==> src/rtl/hififo_csr_bank_if.sv <==
// PIO bus between the PCIe RX/TX glue and the hififo CSR bank.
//   wr_valid / rd_valid : one-cycle write / read strobes
//   address             : word address, ADDR_W bits
//   wdata               : 64-bit write data
//   rc_data / rc_done   : read-completion data and strobe, one cycle after rd_valid
// master = PIO requester, slave = register bank.
interface hififo_csr_bank_if #(
    parameter int unsigned ADDR_W = 13
);
    logic              wr_valid;
    logic              rd_valid;
    logic [ADDR_W-1:0] address;
    logic [63:0]       wdata;
    logic [63:0]       rc_data;
    logic              rc_done;

    modport master (
        output wr_valid, rd_valid, address, wdata,
        input  rc_data, rc_done
    );

    modport slave (
        input  wr_valid, rd_valid, address, wdata,
        output rc_data, rc_done
    );
endinterface

==> src/rtl/hififo_csr_bank.sv <==
// Control/status register bank for the hififo PCIe endpoint, serving NCH FIFO channels.
// Decodes PIO reads/writes, returns read completions, merges per-channel interrupt lines
// into one maskable sticky status with a one-cycle interrupt pulse, and stretches
// per-channel FIFO resets.
// Ports:
//   clock, reset  : core clock, synchronous active-high reset
//   bus (slave)   : PIO write/read requests and read completions
//   irq_in        : NCH*IRQ_PER_CH interrupt lines, bit ch*IRQ_PER_CH+k
//   ch_status     : per-channel 64-bit status words, channel n at [64n+63:64n]
//   ch_reset      : per-channel FIFO reset, active-high
//   interrupt_out : one-cycle interrupt request pulse
// Address map (64-bit words): 0 STATUS (R, W1C), 1 COUNT, 2 MASK, 3 RESETCTL, 4+n STATUSn.
module hififo_csr_bank #(
    parameter int unsigned NCH           = 2,
    parameter int unsigned IRQ_PER_CH    = 2,
    parameter int unsigned ADDR_W        = 13,
    parameter int unsigned COUNT_W       = 32,
    parameter int unsigned RESET_CYCLES  = 16,
    parameter bit          IRQ_EDGE      = 1'b0,
    parameter bit          CLEAR_ON_READ = 1'b1
) (
    input  logic                       clock,
    input  logic                       reset,
    hififo_csr_bank_if.slave           bus,
    input  logic [NCH*IRQ_PER_CH-1:0]  irq_in,
    input  logic [NCH*64-1:0]          ch_status,
    output logic [NCH-1:0]             ch_reset,
    output logic                       interrupt_out
);
    localparam int unsigned NI     = NCH * IRQ_PER_CH;
    localparam int unsigned RCNT_W = $clog2(RESET_CYCLES + 1);
    localparam logic [RCNT_W-1:0] RCNT_LOAD = RCNT_W'(RESET_CYCLES);

    logic [NI-1:0]      status_q, status_d;
    logic [NI-1:0]      mask_q;
    logic [NI-1:0]      irq_prev_q;
    logic [NI-1:0]      irq_event;
    logic [NI-1:0]      clr;
    logic [NI-1:0]      wmask;
    logic [COUNT_W-1:0] count_q;
    logic [RCNT_W-1:0]  rcnt_q [NCH];
    logic [63:0]        rc_data_q;
    logic [63:0]        rd_word;
    logic               rc_done_q;
    logic               interrupt_q;
    logic               irq_d;
    logic               wr_status, wr_mask, wr_resetctl, rd_status;
    logic               unused_wdata;

    // Upper write-data bits have no destination in this bank.
    assign unused_wdata = ^bus.wdata;

    always_comb begin
        wr_status   = bus.wr_valid && (bus.address == ADDR_W'(0));
        wr_mask     = bus.wr_valid && (bus.address == ADDR_W'(2));
        wr_resetctl = bus.wr_valid && (bus.address == ADDR_W'(3));
        rd_status   = bus.rd_valid && (bus.address == ADDR_W'(0));
        wmask       = bus.wdata[NI-1:0];

        irq_event = IRQ_EDGE ? (irq_in & ~irq_prev_q) : (irq_in ^ irq_prev_q);

        // Clear-on-read clears exactly the bits being returned; a new event this cycle
        // is OR-ed in afterwards so it is never lost.
        clr = (wr_status ? wmask : '0) | ((CLEAR_ON_READ && rd_status) ? status_q : '0);
        status_d = (status_q & ~clr) | irq_event;

        // Unmasking an already-pending bit re-signals it.
        irq_d = (|(mask_q & irq_event)) || (wr_mask && (|(wmask & ~mask_q & status_q)));
    end

    always_comb begin
        for (int n = 0; n < NCH; n++) begin
            ch_reset[n] = (rcnt_q[n] != '0);
        end
    end

    // Read mux works on pre-update state, so same-cycle writes/clears are not visible.
    always_comb begin
        rd_word = '0;
        case (bus.address)
            ADDR_W'(0): rd_word[NI-1:0]      = status_q;
            ADDR_W'(1): rd_word[COUNT_W-1:0] = count_q;
            ADDR_W'(2): rd_word[NI-1:0]      = mask_q;
            ADDR_W'(3): rd_word[NCH-1:0]     = ch_reset;
            default: begin
                for (int n = 0; n < NCH; n++) begin
                    if (bus.address == ADDR_W'(n + 4)) begin
                        rd_word = ch_status[64*n +: 64];
                    end
                end
            end
        endcase
    end

    always_ff @(posedge clock) begin
        if (reset) begin
            status_q    <= '0;
            mask_q      <= '0;
            irq_prev_q  <= '0;
            count_q     <= '0;
            rc_data_q   <= '0;
            rc_done_q   <= 1'b0;
            interrupt_q <= 1'b0;
            for (int n = 0; n < NCH; n++) begin
                rcnt_q[n] <= RCNT_LOAD;
            end
        end else begin
            status_q    <= status_d;
            irq_prev_q  <= irq_in;
            count_q     <= count_q + COUNT_W'(1);
            interrupt_q <= irq_d;
            rc_done_q   <= bus.rd_valid;
            if (wr_mask) begin
                mask_q <= wmask;
            end
            if (bus.rd_valid) begin
                rc_data_q <= rd_word;
            end
            // Reload wins over countdown, so a repeat request restarts the full length.
            for (int n = 0; n < NCH; n++) begin
                if (wr_resetctl && bus.wdata[n]) begin
                    rcnt_q[n] <= RCNT_LOAD;
                end else if (rcnt_q[n] != '0) begin
                    rcnt_q[n] <= rcnt_q[n] - RCNT_W'(1);
                end
            end
        end
    end

    assign bus.rc_data    = rc_data_q;
    assign bus.rc_done    = rc_done_q;
    assign interrupt_out  = interrupt_q;
endmodule
==> src/flat_wrapper.sv <==
// flat-port wrapper written by rule: the top's interface ports become plain ports
module hififo_csr_bank_flat 
#(
    parameter int unsigned NCH           = 2,
    parameter int unsigned IRQ_PER_CH    = 2,
    parameter int unsigned ADDR_W        = 13,
    parameter int unsigned COUNT_W       = 32,
    parameter int unsigned RESET_CYCLES  = 16,
    parameter bit          IRQ_EDGE      = 1'b0,
    parameter bit          CLEAR_ON_READ = 1'b1
)
  (clock, reset, irq_in, ch_status, ch_reset, interrupt_out, bus_wr_valid, bus_rd_valid, bus_address, bus_wdata, bus_rc_data, bus_rc_done);
  hififo_csr_bank_if #(.ADDR_W(ADDR_W)) bus_i ();
  input  logic clock;
  input  logic reset;
  input  logic [NCH*IRQ_PER_CH-1:0] irq_in;
  input  logic [NCH*64-1:0] ch_status;
  output logic [NCH-1:0] ch_reset;
  output logic interrupt_out;
  input wire logic [$bits(bus_i.wr_valid)-1:0] bus_wr_valid;
  input wire logic [$bits(bus_i.rd_valid)-1:0] bus_rd_valid;
  input wire logic [$bits(bus_i.address)-1:0] bus_address;
  input wire logic [$bits(bus_i.wdata)-1:0] bus_wdata;
  output wire logic [$bits(bus_i.rc_data)-1:0] bus_rc_data;
  output wire logic [$bits(bus_i.rc_done)-1:0] bus_rc_done;
  assign bus_i.wr_valid = bus_wr_valid;
  assign bus_i.rd_valid = bus_rd_valid;
  assign bus_i.address = bus_address;
  assign bus_i.wdata = bus_wdata;
  assign bus_rc_data = bus_i.rc_data;
  assign bus_rc_done = bus_i.rc_done;
  hififo_csr_bank #(.NCH(NCH), .IRQ_PER_CH(IRQ_PER_CH), .ADDR_W(ADDR_W), .COUNT_W(COUNT_W), .RESET_CYCLES(RESET_CYCLES), .IRQ_EDGE(IRQ_EDGE), .CLEAR_ON_READ(CLEAR_ON_READ)) u_core (.clock(clock), .reset(reset), .bus(bus_i), .irq_in(irq_in), .ch_status(ch_status), .ch_reset(ch_reset), .interrupt_out(interrupt_out));
endmodule
==> config.mk <==
export PLATFORM = sky130hd
export DESIGN_NAME = hififo_csr_bank_flat
export DESIGN_NICKNAME = d
export VERILOG_FILES = /design/src/rtl/hififo_csr_bank_if.sv /design/src/rtl/hififo_csr_bank.sv /design/src/flat_wrapper.sv
export SDC_FILE = /design/constraint.sdc
export NUM_CORES = 1
export LEC_CHECK = 0
export BUFFER_PORTS_ARGS = -buffer_cell sky130_fd_sc_hd__buf_2
export CORE_AREA = 2 2 116 118
export CTS_CLUSTER_DIAMETER = 80
export DETAILED_ROUTE_END_ITERATION = 10
export DIE_AREA = 0 0 118 120
export PLACE_DENSITY_LB_ADDON = 0.2
export SYNTH_ARGS = -nofsm -noshare
export SYNTH_HDL_FRONTEND = slang
export SYNTH_SLANG_ARGS = --single-unit
==> constraint.sdc <==
create_clock -name clock -period 2.1 [get_ports clock]
set_input_delay 0.105 -clock clock [delete_from_list [all_inputs] [get_ports clock]]
set_output_delay 0.105 -clock clock [all_outputs]
set_load 0.02 [all_outputs]
==> flow_summary_export.csv, run 1 <==
group,metric,value,unit
critical_path,r2r_cells,6,
logic_synthesis,syn_avg_cell_area,9.27,um2
timing,tightest_slew,0.757,ns
global_route,grt_use_total,22.0,%
global_route,antenna_found_initial,0,
logic_synthesis,synth_top_cell_by_area,"dfxtp_1",
logic_synthesis,yosysMostFrequentCell,"dfxtp_1",
timing,finalMaxSlewViolations,0,
place,dp_hpwl,10600,um
floorplanning,dieArea,14200,um2
drt,ant_nets,0,
critical_path,critPathMaxFanout,4,
critical_path,r2r_setup_slack,0.14,ns
critical_path,end_kind,"flip-flop",
cts,cts_root_buffer,"clkbuf_16",
layout,final_cells,1082,
drt,routedWlPerCell,13.8,um
timing,fin_crit,1.96,ns
layout,area_growth,38.6,%
logic_synthesis,ys.flop_type,"dfxtp_1",
cts,cts_tree,"done",
cts,worstSkewPairLatency,0.40,ns
global_route,grt_pass1_wl,25700,um
power,vdd_drop_max,0.443,mV
floorplanning,coreArea,13000,um2
timing,hold_slack,0.0122,ns
global_route,grt_pass1_vias,5463,
logic_synthesis,ys_seq_area_share,42.4,%
worst_hold_path,timing.hold.worst_endpoint,"u_core.mask_q[0]",
place,place.gp.congestion,0.897,
critical_path,worstSetupStartpointType,"flip-flop",
power,power.density,757,nW/um2
timing,finalSetupTns,0,ns
run,maxCapViolations,0,
logic_synthesis,ys_warn_count,0,
layout,fin_area,8170,um2
place,dpl_cell_area,7150,um2
logic_synthesis,synth_seq_cells,120,
timing,fin_crit_sh,93.2,%
cts,h-tree-depth,4,
floorplanning,initial_core_util,45.4,%
logic_synthesis,netlist_area,5900,um2
logic_synthesis,synth_cell_types,50,
timing,fin_skew,0.00957,ns
floorplanning,rows,42,
logic_synthesis,synth-edff-count,10,
worst_hold_path,hold_class,"in2reg",
layout,regArea,2500,um2
drt,vias_per_cell,4.94,
critical_path,cp.arrival,2.24,ns
cts,clock_sink_count,120,
critical_path,r2r_start,"u_core.rcnt_q[0][0]",
logic_synthesis,synth_commonest_cells,"110 x dfxtp_1, 85 x nor2_1, 67 x nand2_1",
floorplanning,die_x,118,um
drt,wirelength,15000,um
logic_synthesis,syn_inst,636,
layout,n_antenna_cell,0,
layout,nets,1112,
worst_hold_path,hp-start,"bus_wdata[0]",
logic_synthesis,synth_nets,854,
layout,fin_util,63.0,%
outcome,status,"finished clean",
power,leakagePower,3.68,nW
critical_path,crit_type,"reg2reg",
drt,vias,5344,
global_route,grt_max_degree,43,
timing,max_freq,511,MHz
layout,num-fill-cells,1097,
timing,setup_viol,0,
drt,drcViolationCount,0,
layout,multi_input_area,3160,um2
place,port_buffers,220,
drt,drt-initial-drc-count,221,
critical_path,r2r-end,"u_core.bus.rc_data[0]",
logic_synthesis,async_flop_share,0,%
logic_synthesis,synth_top_cells_by_area,"dfxtp_1 37%, mux2i_1 6.5%, mux2_2 6.1%",
critical_path,cp.required,2.39,ns
logic_synthesis,synth_top_area_share,37.3,%
timing,relSlewSlack,49.5,%
layout,drive_gt1_share,38.0,%
drt,dr.pass1.iters,4,
cts,cts.clk_slew.worst_paths,0.05,ns
floorplanning,io_pins,281,
timing,rsz0062_at_grt,"no",
timing,finalHoldViolCount,0,
global_route,globalRoute.totalOverflow,0,
cts,cts_inserted_buffers,17,
cts,cts.path.max_buffers,2,
worst_hold_path,hold_path_depth,3,
place,dp_cells,1008,
floorplanning,die_y,120,um
cell families (layout without fill, tap and decap cells):
logic type               after synthesis  count (layout)  synth area share (%)
AND/OR/NAND/NOR                      269             269                  22.5
AO/OA/AOI/OAI                         90              90                  11.1
multiplexers                          72              72                  13.3
XOR/XNOR                              37              37                  5.50
flip-flops                           120             120                  42.4
adder cells (fa/ha/maj)                5               5                  1.06
buffers and inverters                 43             313                  4.16
worst max-delay path, cell delays in order (launching register included):
cell      delay [ns]
edfxtp_1        0.42
inv_2           0.08
ha_1            0.16
or4b_4          0.48
mux4_2          0.48
a22oi_1         0.15
o21ai_1         0.08
cell type report:
| type | count | share of cell area, % |
|---|---|---|
| Sequential cell | 120 | 30.6 |
| Timing Repair Buffer | 276 | 20.5 |
| Multi-Input combinational cell | 473 | 38.7 |
| Clock inverter | 6 | 0.750 |
| Clock buffer | 25 | 6.44 |
| Inverter | 6 | 0.276 |
| Tap cell | 176 | 2.69 |
power by group:
group	switching [mW]	total, mW	internal [mW]
logic	0.369	0.822	0.453
clock network	0.996	2.84	1.85
registers	0.0887	2.53	2.44
how the worst max path moves through the flow:
stage                                   start  slack [ns]  depth (start not counted)               endpoint
final                     u_core.rcnt_q[0][0]        0.14                          6  u_core.bus.rc_data[0]
after global routing      u_core.rcnt_q[0][0]       0.005                          6  u_core.bus.rc_data[0]
after CTS                 u_core.rcnt_q[0][0]        0.07                          6  u_core.bus.rc_data[0]
after detailed placement  u_core.rcnt_q[0][0]        0.07                          6  u_core.bus.rc_data[0]
after global placement    u_core.rcnt_q[0][0]        0.14                          6  u_core.bus.rc_data[0]
after floorplan           u_core.rcnt_q[0][0]        0.04                          6  u_core.bus.rc_data[0]
metal layers:
layer,up-vias,global-route usage [%],part of all wire [%],wire [um]
li1,2711,-,-,-
met1,2423,26.8,43,6470
met2,193,38.0,49,7310
met3,17,5.18,6.6,994
met4,0,8.06,1.4,206
met5,-,0,0,0
stage by stage:
step	setup slack, ns	power (mW)
2_1_floorplan	0.0424	3.03
3_3_place_gp	0.137	3.26
3_5_place_dp	0.0719	3.29
4_1_cts	0.0709	6.21
5_1_grt	0.00542	6.46
6_report	0.143	6.19
what timing repair did:
action                                  4_1_cts  5_1_grt
endpoints found under the setup margin        0        2
hold endpoints to repair                     28        0
resized for setup                             0        5
hold buffers                                 41        0
setup buffers                                 0        2
flip-flops by register name (all words and copies together) (netlist names):
signal,cells
u_core.bus.rc_data,64
u_core.mask_q,4
u_core.count_q,32
u_core.interrupt_out,1
u_core.bus.rc_done,1
u_core.rcnt_q,10
u_core.irq_prev_q,4
u_core.status_q,4
placed cells by master, fill, tap and decap left out, drive strengths merged, types with 30 or more instances in the layout:
master	n
a21oi	41
nor2	85
mux2i	38
buf	235
o211ai	30
nor2b	40
dlygate4sd3	41
mux2	32
nand2	80
dfxtp	110
Note: power is estimated with default switching activity, not from simulation.
==> inputs of run 2 (changes only) <==
--- a/config.mk
+++ b/config.mk
@@ -11,6 +11,7 @@
 export DETAILED_ROUTE_END_ITERATION = 10
 export DIE_AREA = 0 0 118 120
 export PLACE_DENSITY_LB_ADDON = 0.2
+export REMOVE_ABC_BUFFERS = 1
 export SYNTH_ARGS = -nofsm -noshare
 export SYNTH_HDL_FRONTEND = slang
 export SYNTH_SLANG_ARGS = --single-unit
==> flow_summary_export.csv, run 2 (synthesis gave the netlist of run 1 again) <==
group,metric,value,unit
outcome,status,"finished clean",
timing,setup_viol,0,
floorplanning,initial_core_util,45.4,%
place,place.gp.congestion,0.816,
cts,h-tree-depth,4,
floorplanning,die_x,118,um
floorplanning,coreArea,13000,um2
critical_path,cp.required,2.39,ns
critical_path,r2r_cells,6,
timing,finalHoldViolCount,0,
drt,routedWlPerCell,14.4,um
power,power.density,740,nW/um2
layout,n_antenna_cell,0,
cts,cts.path.max_buffers,2,
critical_path,worstSetupStartpointType,"flip-flop",
critical_path,path_cells,"inv_2, ha_1, or4b_1, mux4_2, a22oi_2, o21ai_1",
layout,num-fill-cells,1097,
global_route,use_met1,26.4,%
timing,hold_slack,0.00340,ns
layout,fin_area,8340,um2
global_route,met3_usage,6.65,%
timing,fin_crit,2.01,ns
global_route,grt_util_met2,39.9,%
critical_path,end_kind,"flip-flop",
place,port_buffers,220,
cts,clock_sink_count,120,
drt,dr.pass1.iters,4,
cts,cts.clk_slew.worst_paths,0.05,ns
drt,ant_nets,0,
power,leakagePower,3.76,nW
drt,vias_per_cell,5.05,
layout,largest_reg_flops,64,
timing,fin_crit_sh,95.7,%
global_route,antenna_found_initial,0,
global_route,grt_pass1_wl,26000,um
floorplanning,die_y,120,um
critical_path,cp_slowest_cell,"mux4_2",
place,dp_hpwl,10700,um
timing,tightest_slew,0.512,ns
run,maxCapViolations,0,
timing,fin_skew,0.00676,ns
worst_hold_path,hold_path_depth,3,
place,dp_cells,1010,
layout,drive_gt1_share,37.4,%
timing,rsz0062_at_grt,"no",
timing,relSlewSlack,65.7,%
layout,area_growth,41.5,%
timing,finalMaxSlewViolations,0,
global_route,grt_max_degree,81,
global_route,globalRoute.totalOverflow,0,
floorplanning,rows,42,
timing,max_freq,498,MHz
floorplanning,dieArea,14200,um2
layout,layout_common_cells,"219 x buf_2, 110 x dfxtp_1, 84 x nor2_1",
layout,layout_commonest_cell,"buf_2",
cts,cts_inserted_buffers,17,
global_route,grt_pass1_vias,5578,
layout,final_cells,1102,
place,dpl_cell_area,7170,um2
global_route,gr-max-usage-layer,"met2",
cts,worstSkewPairLatency,0.41,ns
critical_path,slowest_delay,0.50,ns
layout,nets,1131,
global_route,grt_use_total,22.8,%
floorplanning,io_pins,281,
critical_path,cp.arrival,2.29,ns
drt,wirelength,15800,um
drt,drcViolationCount,0,
drt,drt-initial-drc-count,134,
drt,vias,5562,
critical_path,critPathMaxFanout,3,
critical_path,crit_type,"reg2reg",
cts,cts_tree,"done",
cts,cts_root_buffer,"clkbuf_16",
power,vdd_drop_max,0.561,mV
worst_hold_path,hold_class,"in2reg",
==> run 2: final cells by class <==
type	instances	area (um2)	area share, %
Clock buffer	24	503	6.03
Clock inverter	8	66.3	0.795
Inverter	6	22.5	0.270
Multi-Input combinational cell	473	3170	37.9
Sequential cell	120	2500	30.0
Tap cell	176	220	2.64
Timing Repair Buffer	295	1860	22.3
==> run 2: what timing repair did <==
item,CTS,global route
setup endpoints to repair,0,2
setup buffers,0,2
hold buffers,56,2
gates resized for setup,0,4
endpoints found under the hold margin,34,2
==> run 2: metrics by stage <==
step	utilization (%)	power, mW	setup WS [ns]	setup TNS (ns)
final	64.3	6.17	0.0910	0
after global routing	64.3	6.43	0.00974	0
after CTS	63.9	6.19	0.0742	0
after detailed placement	55.2	3.32	0.0844	0
after global placement	55.2	3.27	0.129	0
after floorplan	-	2.97	-0.124	-3.32
==> run 2: power breakdown <==
group | switching [mW] | total [mW] | internal (mW)
clock | 0.992 | 2.77 | 1.78
sequential | 0.0905 | 2.53 | 2.44
combinational | 0.389 | 0.873 | 0.484
total | 1.47 | 6.17 | 4.70
==> run 2: final timing paths <==
path	from	end	slack, ns
min reg2reg	u_core.bus.rc_data[20]	u_core.bus.rc_data[20]	0.45
max reg2reg	u_core.rcnt_q[0][0]	u_core.bus.rc_data[0]	0.09
max	u_core.rcnt_q[0][0]	u_core.bus.rc_data[0]	0.09
min	ch_status[2]	u_core.bus.rc_data[2]	0.003
==> run 2: critical path, delay by kind of cell (launching register included) <==
family | cells | cell delay (ns)
muxes | 1 | 0.50
adders and majority gates | 1 | 0.16
DFF | 1 | 0.43
buffers and inverters | 1 | 0.09
AOI/OAI and AO/OA | 2 | 0.25
and+or+nand+nor | 1 | 0.46
==> run 2: layer usage <==
metal	wire length, um	share of wire (%)
met2	8000	51
met3	912	5.8
met4	232	1.5
met5	0	0
met1	6690	42
==> inputs of run 3 (changes only) <==
--- a/config.mk
+++ b/config.mk
@@ -6,10 +6,10 @@
 export NUM_CORES = 1
 export LEC_CHECK = 0
 export BUFFER_PORTS_ARGS = -buffer_cell sky130_fd_sc_hd__buf_2
-export CORE_AREA = 2 2 116 118
+export CORE_AREA = 5 5 119 121
 export CTS_CLUSTER_DIAMETER = 80
 export DETAILED_ROUTE_END_ITERATION = 10
-export DIE_AREA = 0 0 118 120
+export DIE_AREA = 0 0 124 126
 export PLACE_DENSITY_LB_ADDON = 0.2
 export REMOVE_ABC_BUFFERS = 1
 export SYNTH_ARGS = -nofsm -noshare
==> flow_summary_export.csv, run 3 (synthesis gave the netlist of run 1 again) <==
group,metric,value,unit
outcome,status,"finished clean",
power,leakagePower,3.80,nW
cts,worstSkewPairLatency,0.41,ns
critical_path,path_cells,"inv_1, ha_1, or4b_1, mux4_2, a22oi_1, o21ai_0",
place,place.gp.congestion,0.870,
layout,final_cells,1112,
floorplanning,die_x,124,um
critical_path,end_kind,"flip-flop",
critical_path,r2r_start,"u_core.rcnt_q[0][0]",
drt,dr.pass1.iters,4,
layout,nets,1140,
global_route,globalRoute.totalOverflow,0,
cts,h-tree-depth,4,
worst_hold_path,hold_path_depth,3,
cts,cts.clk_slew.worst_paths,0.05,ns
cts,cts_tree,"done",
place,dp_cells,1010,
worst_hold_path,hp-start,"ch_status[70]",
drt,wirelength,16500,um
place,port_buffers,220,
timing,tightest_slew,0.799,ns
floorplanning,die_y,126,um
layout,layout_commonest_cell,"buf_2",
layout,regArea,2500,um2
place,dp_hpwl,11500,um
drt,routedWlPerCell,14.9,um
critical_path,r2r_cells,6,
power,total_power,6.31,mW
layout,drive_gt1_share,37.1,%
drt,ant_nets,0,
critical_path,worstSetupStartpointType,"flip-flop",
floorplanning,io_pins,281,
timing,finalMaxSlewViolations,0,
critical_path,crit_type,"reg2reg",
critical_path,critPathMaxFanout,3,
global_route,antenna_found_initial,1,
drt,vias,5553,
worst_hold_path,hold_class,"in2reg",
critical_path,cp_slowest_cell,"mux4_2",
drt,drt-initial-drc-count,223,
cts,cts_inserted_buffers,17,
layout,fin_area,8460,um2
critical_path,r2r-end,"u_core.bus.rc_data[0]",
global_route,grt_use_total,21.3,%
cts,cts.path.max_buffers,2,
power,power.density,745,nW/um2
power,vdd_drop_max,0.492,mV
floorplanning,dieArea,15600,um2
cts,cts_root_buffer,"clkbuf_16",
place,dpl_cell_area,7170,um2
timing,relSlewSlack,46.7,%
worst_hold_path,timing.hold.worst_endpoint,"u_core.bus.rc_data[6]",
layout,layout_common_cells,"219 x buf_2, 110 x dfxtp_1, 84 x nor2_1",
timing,fin_crit_sh,96.7,%
layout,largest_reg_flops,64,
critical_path,r2r_setup_slack,0.07,ns
timing,fin_skew,0.00522,ns
global_route,grt_pass1_vias,5730,
drt,vias_per_cell,4.99,
floorplanning,initial_core_util,45.4,%
timing,fin_crit,2.03,ns
drt,drcViolationCount,0,
global_route,grt_pass1_wl,26400,um
timing,max_freq,492,MHz
floorplanning,coreArea,13000,um2
run,maxCapViolations,0,
critical_path,cp.arrival,2.32,ns
floorplanning,rows,42,
layout,area_growth,43.5,%
timing,setup_viol,0,
layout,num-fill-cells,1054,
critical_path,slowest_delay,0.50,ns
critical_path,cp.required,2.39,ns
layout,multi_input_area,3170,um2
timing,finalHoldViolCount,0,
global_route,grt_max_degree,77,
cts,clock_sink_count,120,
==> run 3: through the flow <==
step	util (%)	setup TNS, ns	setup slack (ns)	hold WS (ns)
floorplan	-	-3.32	-0.124	0.172
global placement	55.2	0	0.128	0.346
detailed placement	55.2	0	0.0664	0.355
CTS	65.0	0	0.0260	0.000781
global route	65.2	-0.0151	-0.00909	0.000780
finish	65.2	0	0.0685	0.0144
==> run 3: how the worst max path moves through the flow <==
stage / start / endpoint / slack (ns) / depth (start not counted)
finish: u_core.rcnt_q[0][0] / u_core.bus.rc_data[0] / 0.07 / 6
global placement: u_core.rcnt_q[0][0] / u_core.bus.rc_data[0] / 0.13 / 6
floorplan: bus_address[12] / u_core.bus.rc_data[10] / -0.12 / 4
detailed placement: u_core.rcnt_q[1][0] / u_core.bus.rc_data[1] / 0.07 / 6
global route: u_core.rcnt_q[1][0] / u_core.bus.rc_data[1] / -0.009 / 6
CTS: u_core.rcnt_q[1][0] / u_core.bus.rc_data[1] / 0.03 / 6
==> run 3: layout make-up <==
cell class	count	share of cell area (%)
Clock inverter	11	1.39
Sequential cell	120	29.6
Antenna cell	1	0.0296
Clock buffer	21	5.69
Inverter	6	0.266
Timing Repair Buffer	304	23.1
Tap cell	176	2.60
Multi-Input combinational cell	473	37.4
==> run 3: repair_timing <==
| item | in CTS | in global routing |
|---|---|---|
| gates resized for setup | 0 | 3 |
| buffers inserted | 0 | 2 |
| hold endpoints to repair | 38 | 0 |
| endpoints found under the setup margin | 0 | 2 |
| hold buffers | 67 | 0 |
==> run 3: critical path, delay by kind of cell (launching register included) <==
family | cells | cell delay [ns]
and+or+nand+nor | 1 | 0.48
muxes | 1 | 0.50
adders and majority gates | 1 | 0.16
AOI/OAI and AO/OA | 2 | 0.26
DFF | 1 | 0.41
buffers and inverters | 1 | 0.10
==> run 3: layer usage <==
layer	vias up	GRT usage [%]	share of wire, %
met4	0	10.2	2.7
met5	-	0	0
met3	33	6.73	8.2
met1	2534	24.1	40
met2	223	35.9	49
li1	2763	-	-
==> run 3: power breakdown <==
| group | switching [mW] | leakage (nW) | internal, mW |
|---|---|---|---|
| clock | 1.02 | 0.287 | 1.87 |
| combinational | 0.397 | 2.51 | 0.493 |
| sequential | 0.0903 | 0.998 | 2.44 |
| total | 1.51 | 3.80 | 4.80 |
